**config.mk**
```make
export PLATFORM = sky130hd
export DESIGN_NAME = config_stream_loader
export DESIGN_NICKNAME = d
export VERILOG_FILES = /design/src/rtl/cgra_cfg_pkg.sv /design/src/rtl/cfg_shift_reg.sv /design/src/rtl/config_stream_loader.sv
export SDC_FILE = /design/constraint.sdc
export NUM_CORES = 1
export LEC_CHECK = 0
export BUFFER_PORTS_ARGS = -buffer_cell sky130_fd_sc_hd__clkbuf_2
export CAP_MARGIN = 40
export CORE_ASPECT_RATIO = 1.25
export CORE_MARGIN = 2
export CORE_UTILIZATION = 52
export CTS_CLUSTER_DIAMETER = 50
export DETAILED_ROUTE_END_ITERATION = 6
export MAX_ROUTING_LAYER = met4
export PLACE_DENSITY = 0.76
export SLEW_MARGIN = 30
export SYNTH_ARGS = -nofsm -noshare
export SYNTH_HDL_FRONTEND = slang
export SYNTH_SLANG_ARGS = --single-unit
```
**constraint.sdc**
```tcl
create_clock -name clock -period 2.3 [get_ports clock]
set_input_delay 0.46 -clock clock [delete_from_list [all_inputs] [get_ports clock]]
set_output_delay 0.46 -clock clock [all_outputs]
set_load 0.01 [all_outputs]
```
**src/rtl/cgra_cfg_pkg.sv**
```systemverilog
//------------------------------------------------------------------------------
// Module      : cgra_cfg_pkg
// Description : Shared types and constants for the CGRA configuration loader.
// Revision    : 1.0 - initial release
//------------------------------------------------------------------------------
`default_nettype none

package cgra_cfg_pkg;

    // Width of the saturating stall counter exposed by the loader.
    localparam int STALL_CNT_W = 16;

    // Loader sequencing states; encodings are fixed so they can be mirrored
    // as plain logic constants in legacy code.
    typedef enum logic [2:0] {
        LS_IDLE      = 3'd0,
        LS_WAIT_WORD = 3'd1,
        LS_SHIFT     = 3'd2,
        LS_PULSE_RST = 3'd3,
        LS_RUN       = 3'd4
    } loader_state_t;

endpackage

`default_nettype wire

```
**src/rtl/cfg_shift_reg.sv**
```systemverilog
//------------------------------------------------------------------------------
// Module      : cfg_shift_reg
// Description : Parallel-load, MSB-first left shift register feeding the
//               serial configuration chain.
// Revision    : 1.0 - initial release
//------------------------------------------------------------------------------
`default_nettype none

module cfg_shift_reg #(
    parameter int WORD_W = 32
) (
    input  logic              clock,
    input  logic              sync_reset_n,
    input  logic              load,
    input  logic              shift,
    input  logic [WORD_W-1:0] data,
    output logic              msb
);

    logic [WORD_W-1:0] r_data;

    // Load has priority so a back-to-back word replaces the spent one.
    always_ff @(posedge clock) begin
        if (!sync_reset_n) begin
            r_data <= '0;
        end else if (load) begin
            r_data <= data;
        end else if (shift) begin
            r_data <= {r_data[WORD_W-2:0], 1'b0};
        end
    end

    assign msb = r_data[WORD_W-1];

endmodule

`default_nettype wire

```
**src/rtl/config_stream_loader.sv**
```systemverilog
//------------------------------------------------------------------------------
// Module      : config_stream_loader
// Description : Accepts configuration words over valid/ready, serialises them
//               MSB-first onto the CGRA config chain, then pulses the CGRA
//               reset for one cycle and holds the CGRA enabled.
// Revision    : 1.0 - initial release
//------------------------------------------------------------------------------
`default_nettype none

module config_stream_loader
    import cgra_cfg_pkg::*;
#(
    parameter int BITSTREAM_LEN = 1024,
    parameter int WORD_W        = 32,
    parameter int CNT_W         = $clog2(BITSTREAM_LEN + 1)
) (
    input  logic                   clock,
    input  logic                   sync_reset_n,
    input  logic                   start,
    input  logic [WORD_W-1:0]      word_data,
    input  logic                   word_valid,
    output logic                   word_ready,
    output logic                   config_bit,
    output logic                   config_clock_en,
    output logic                   cgra_reset,
    output logic                   cgra_enable,
    output logic                   done,
    output logic [STALL_CNT_W-1:0] stall_cycles
);

    localparam logic [2:0] c_ST_IDLE  = LS_IDLE;
    localparam logic [2:0] c_ST_WAIT  = LS_WAIT_WORD;
    localparam logic [2:0] c_ST_SHIFT = LS_SHIFT;
    localparam logic [2:0] c_ST_PULSE = LS_PULSE_RST;
    localparam logic [2:0] c_ST_RUN   = LS_RUN;

    localparam int                     c_WB_W      = $clog2(WORD_W + 1);
    localparam logic [CNT_W-1:0]       c_LEN       = CNT_W'(BITSTREAM_LEN);
    localparam logic [c_WB_W-1:0]      c_WORD_BITS = c_WB_W'(WORD_W);
    localparam logic [STALL_CNT_W-1:0] c_STALL_MAX = '1;

    logic [2:0]             r_state;
    logic [CNT_W-1:0]       r_remaining;
    logic [c_WB_W-1:0]      r_word_bits;
    logic [STALL_CNT_W-1:0] r_stall;
    logic                   r_word_ready;
    logic                   r_config_clock_en;
    logic                   r_cgra_reset;
    logic                   r_cgra_enable;
    logic                   r_done;

    logic [2:0]             w_state_nxt;
    logic [CNT_W-1:0]       w_remaining_nxt;
    logic [CNT_W-1:0]       w_remaining_dec;
    logic [c_WB_W-1:0]      w_word_bits_nxt;
    logic [STALL_CNT_W-1:0] w_stall_nxt;
    logic                   w_ready_nxt;
    logic                   w_accept;
    logic                   w_load;
    logic                   w_shift;
    logic                   w_msb;

    // Bits to take from a freshly loaded word: a whole word, or only the top
    // 'rem' bits of the final partial word.
    function automatic logic [c_WB_W-1:0] f_word_bits(input logic [CNT_W-1:0] rem);
        if (int'(rem) >= WORD_W) begin
            return c_WORD_BITS;
        end
        return c_WB_W'(rem);
    endfunction

    assign w_accept        = word_valid & r_word_ready;
    assign w_remaining_dec = r_remaining - CNT_W'(1);

    // Next-state and counter update for the load sequence.
    always_comb begin
        w_state_nxt     = r_state;
        w_remaining_nxt = r_remaining;
        w_word_bits_nxt = r_word_bits;
        w_stall_nxt     = r_stall;
        w_load          = 1'b0;
        w_shift         = 1'b0;
        case (r_state)
            c_ST_IDLE: begin
                if (start) begin
                    w_state_nxt     = c_ST_WAIT;
                    w_remaining_nxt = c_LEN;
                    w_stall_nxt     = '0;
                end
            end
            c_ST_WAIT: begin
                if (w_accept) begin
                    w_load          = 1'b1;
                    w_word_bits_nxt = f_word_bits(r_remaining);
                    w_state_nxt     = c_ST_SHIFT;
                end else if (r_stall != c_STALL_MAX) begin
                    w_stall_nxt = r_stall + STALL_CNT_W'(1);
                end
            end
            c_ST_SHIFT: begin
                w_shift         = 1'b1;
                w_remaining_nxt = w_remaining_dec;
                w_word_bits_nxt = r_word_bits - c_WB_W'(1);
                if (r_word_bits == c_WB_W'(1)) begin
                    if (r_remaining == CNT_W'(1)) begin
                        w_state_nxt = c_ST_PULSE;
                    end else if (w_accept) begin
                        // Reload in the same cycle so the stream has no bubble.
                        w_load          = 1'b1;
                        w_word_bits_nxt = f_word_bits(w_remaining_dec);
                    end else begin
                        w_state_nxt = c_ST_WAIT;
                    end
                end
            end
            c_ST_PULSE: begin
                w_state_nxt = c_ST_RUN;
            end
            c_ST_RUN: begin
                if (start) begin
                    w_state_nxt     = c_ST_WAIT;
                    w_remaining_nxt = c_LEN;
                    w_stall_nxt     = '0;
                end
            end
            default: begin
                w_state_nxt = c_ST_IDLE;
            end
        endcase
    end

    // Ready is registered, so it is derived from where the FSM goes next:
    // waiting for data, or about to emit the last bit of a non-final word.
    assign w_ready_nxt = (w_state_nxt == c_ST_WAIT) ||
                         ((w_state_nxt == c_ST_SHIFT) &&
                          (w_word_bits_nxt == c_WB_W'(1)) &&
                          (w_remaining_nxt != CNT_W'(1)));

    // State, counters and registered outputs.
    always_ff @(posedge clock) begin
        if (!sync_reset_n) begin
            r_state           <= c_ST_IDLE;
            r_remaining       <= '0;
            r_word_bits       <= '0;
            r_stall           <= '0;
            r_word_ready      <= 1'b0;
            r_config_clock_en <= 1'b0;
            r_cgra_reset      <= 1'b0;
            r_cgra_enable     <= 1'b0;
            r_done            <= 1'b0;
        end else begin
            r_state           <= w_state_nxt;
            r_remaining       <= w_remaining_nxt;
            r_word_bits       <= w_word_bits_nxt;
            r_stall           <= w_stall_nxt;
            r_word_ready      <= w_ready_nxt;
            r_config_clock_en <= (w_state_nxt == c_ST_SHIFT);
            r_cgra_reset      <= (w_state_nxt == c_ST_PULSE);
            r_cgra_enable     <= (w_state_nxt == c_ST_RUN);
            r_done            <= (w_state_nxt == c_ST_RUN);
        end
    end

    cfg_shift_reg #(
        .WORD_W (WORD_W)
    ) u_shift_reg (
        .clock        (clock),
        .sync_reset_n (sync_reset_n),
        .load         (w_load),
        .shift        (w_shift),
        .data         (word_data),
        .msb          (w_msb)
    );

    assign word_ready      = r_word_ready;
    assign config_bit      = w_msb;
    assign config_clock_en = r_config_clock_en;
    assign cgra_reset      = r_cgra_reset;
    assign cgra_enable     = r_cgra_enable;
    assign done            = r_done;
    assign stall_cycles    = r_stall;

endmodule

`default_nettype wire

```
==> flow_summary_export.csv <==
group,metric,value,unit
setup_path,crit_start,"r_remaining[0]",
logic_synthesis,syn_area_per_cell,9.09,sq um
global_routing,globalRouteOverflowTotal,0,
detailed_routing,firstDrtPassIters,5,
die,core,0.00775,sq mm
die,die-area,0.00871,sq mm
global_routing,grt_pass1_vias,3620,
setup_path,cp-endpoint,"word_ready",
logic_synthesis,netlist.area_leader.share,34.8,%
status,status,"complete, but fails checks",
die,start_util,53.5,%
final_layout,fillers,670,
timing,setup_slack,-68.6,ps
logic_synthesis,synth_area_leader_cell,"dfxtp_1",
logic_synthesis,synth_warnings,0,
detailed_routing,drt_iter0_markers,181,
clocking,cts_buffers,9,
global_routing,met2_usage,39.9,%
placed_design,dp_hpwl,7270,um
power_and_ir_drop,p_total,2.77,mW
power_and_ir_drop,cellLeakagePower,2.60,nW
global_routing,grt.busiest_layer,"met2",
die,fp.dieH,104,um
final_layout,layout.cells.most_common,"dfxtp_1",
clocking,root_buffer,"clkbuf_8",
final_layout,diodes,0,
setup_path,worstSetupStartpointType,"register",
logic_synthesis,yosys.cell_types.count,79,
clocking,cts_hold_buf,0,
global_routing,grt_max_degree,63,
setup_path,path_max_fanout,4,
final_layout,mostFrequentLayoutCells,"dfxtp_1 (70), clkbuf_2 (57), nand2_1 (50)",
clocking,cts_tree,"done",
setup_path,crit_chain,"buf_4, buf_4, nor2_1, or4_4, a32oi_4, nand2_2, buf_4, buf_4, nor2_2, a211o_1, o31ai_2",
timing,finalCriticalPeriod,2370,ps
min_path,worstHoldPathCells,3,
logic_synthesis,yosys-top-cells-area,"dfxtp_1 (35%), o211a_1 (8.0%), mux2i_1 (7.7%)",
power_and_ir_drop,pwr_density_cell,555,mW/mm^2
global_routing,grt_pass1_wl,17400,um
detailed_routing,viasPerCell,5.92,
die,fp-row-count,36,
final_layout,regArea,0.00145,sq mm
detailed_routing,vias,3742,
placed_design,gp_congestion,0.958,
timing,worstMarginPinSlew,536,ps
setup_path,slowest_delay,490,ps
setup_path,reg2reg_depth,11,
detailed_routing,drc_errors,0,
logic_synthesis,ys_seq_elements,72,
setup_path,r2r_start,"r_remaining[0]",
clocking,htree_levels,3,
setup_path,critPathKind,"register to register",
final_layout,multi_input_area,0.00251,sq mm
timing,setup-violations-final,3,
timing,min_period_over_period,103,%
die,die_width,83.9,um
placed_design,portBuffers,57,
die,ios,58,
min_path,holdCritPathClass,"primary input to register",
detailed_routing,wl_per_cell,16.4,um
logic_synthesis,synth_cells,456,
global_routing,grt_usage,24.9,%
setup_path,critPathRequiredTime,2550,ps
final_layout,fin_nets,573,
setup_path,critPathSlowestCell,"or4_4",
timing,finClkSkew,9.14,ps
setup_path,r2r_end,"word_ready",
setup_path,cpMostUsedCell,"buf_4",
clocking,worstSkewPairLatency,360,ps
timing,final-hold-violation-count,0,
logic_synthesis,ys.flop_type,"dfxtp_1",
clocking,cts_buffer_depth,2,
timing,relSlewSlack,64.2,%
global_routing,met3_usage,4.78,%
final_layout,drive_gt1_share,28.9,%
status,violations,"setup timing",
logic_synthesis,postSynthNetCount,497,
job,maxCapViolCount,0,
detailed_routing,drtAntennaViolNets,0,
setup_path,arrival,2620,ps
timing,max_freq,0.422,GHz
timing,maxSlewViolCount,0,
detailed_routing,totalWireLength,10400,um
logic_synthesis,yosysSeqAreaShare,34.8,%
final_layout,area_delta_synth_final,20.2,%
clocking,cts.sinks,72,
global_routing,grt_use_met1,29.3,%
setup_path,reg2reg_slack,-70,ps
logic_synthesis,async_flop_share,0,%
setup_path,critPathCaptureType,"register",
final_layout,utilization,64.3,%
power_and_ir_drop,peakVddDrop,411,uV
clocking,clk_pin_slew,80,ps
logic_synthesis,synthesis.area,0.00415,sq mm
timing,grt_setup_unrepaired,"true",
logic_synthesis,synth_edf_count,0,
global_routing,grt_antenna_before_repair,0,
[worst min-delay path by stage]
stage	end	slack, ps	from
3_3_place_gp	u_shift_reg.r_data[0]	450	u_shift_reg.r_data[0]
5_1_grt	u_shift_reg.r_data[0]	410	word_data[0]
4_1_cts	u_shift_reg.r_data[0]	360	word_data[0]
2_1_floorplan	u_shift_reg.r_data[0]	440	u_shift_reg.r_data[0]
3_5_place_dp	u_shift_reg.r_data[0]	480	u_shift_reg.r_data[0]
6_report	u_shift_reg.r_data[0]	360	word_data[0]
[flip-flops by register name (all words and copies together) (netlist names)]
signal and cells:
cgra_reset 1, config_clock_en 1, done 1, r_remaining 11
r_state 3, r_word_bits 6, stall_cycles 16, u_shift_reg.r_data 32
word_ready 1
[metrics by stage]
step	instance area [sq um]	hold WS (ps)	instances	TNS, ps	worst slack [ps]
floorplan	4180	443	456	0	8.08
global placement	4660	453	604	0	11.2
detailed placement	4660	479	604	-67.5	-66.6
CTS	4920	361	626	-24.8	-24.8
global route	4980	409	632	-2810	-158
finish	4980	359	632	-177	-68.6
[cell families (layout without fill, tap and decap cells)]
kind of cell,Yosys count,after routing,synth area share (%)
mux,32,32,7.72
fa+ha+maj,5,5,1.51
flops,72,72,34.8
compound gates,106,106,21.5
xor+xnor,14,14,2.96
simple gates,180,180,24.8
buf+inv,47,128,6.73
[synthesized netlist by cell type, types with 3 or more instances]
cell type / n
and2_1: 14
a21oi_1: 13
inv_1: 12
nor3_1: 11
nand2_1: 50
nand2b_1: 10
nand4_1: 8
o21ai_0: 8
xor2_1: 5
o211a_1: 33
or3_1: 8
nor3b_1: 4
and3_1: 7
dfxtp_1: 72
and4_1: 4
xnor2_1: 9
o21ai_1: 3
buf_6: 7
o21bai_1: 3
o21a_1: 4
buf_4: 6
a31oi_1: 10
ha_1: 5
mux2i_1: 32
buf_2: 7
nor2_1: 26
clkbuf_1: 13
nand3_1: 9
[worst max-delay path: cells and delay by family, from the launching register on]
| family | cells | cell delay, ps |
|---|---|---|
| AO/OA/AOI/OAI | 3 | 560 |
| flip-flops | 1 | 370 |
| AND/OR/NAND/NOR | 4 | 790 |
| buffers and inverters | 4 | 510 |
[what timing repair did]
item / in CTS / in global routing
setup endpoints to repair: 4 / 38
gates resized for setup: 8 / 7
setup buffers: 6 / 6
pin swaps: 6 / 9
[report_power, final]
part / leakage (nW) / switching [mW] / internal (mW)
registers: 0.585 / 0.0380 / 1.29
clock network: 0.0937 / 0.494 / 0.502
logic: 1.93 / 0.232 / 0.209
total: 2.60 / 0.764 / 2.00
[area by class of cell]
cell class	count	share of cell area, %
Clock buffer	11	2.64
Clock inverter	5	1.13
Inverter	12	1.00
Multi-Input combinational cell	337	50.3
Sequential cell	72	29.1
Tap cell	95	2.39
Timing Repair Buffer	100	13.5
[metal layers]
metal	vias up	wire length (um)	part of all wire [%]
met4	0	388	3.7
met5	-	0	0
li1	1824	-	-
met1	1754	4260	41
met2	132	5190	50
met3	32	529	5.1
No activity file was read; power rests on OpenSTA's default activity.
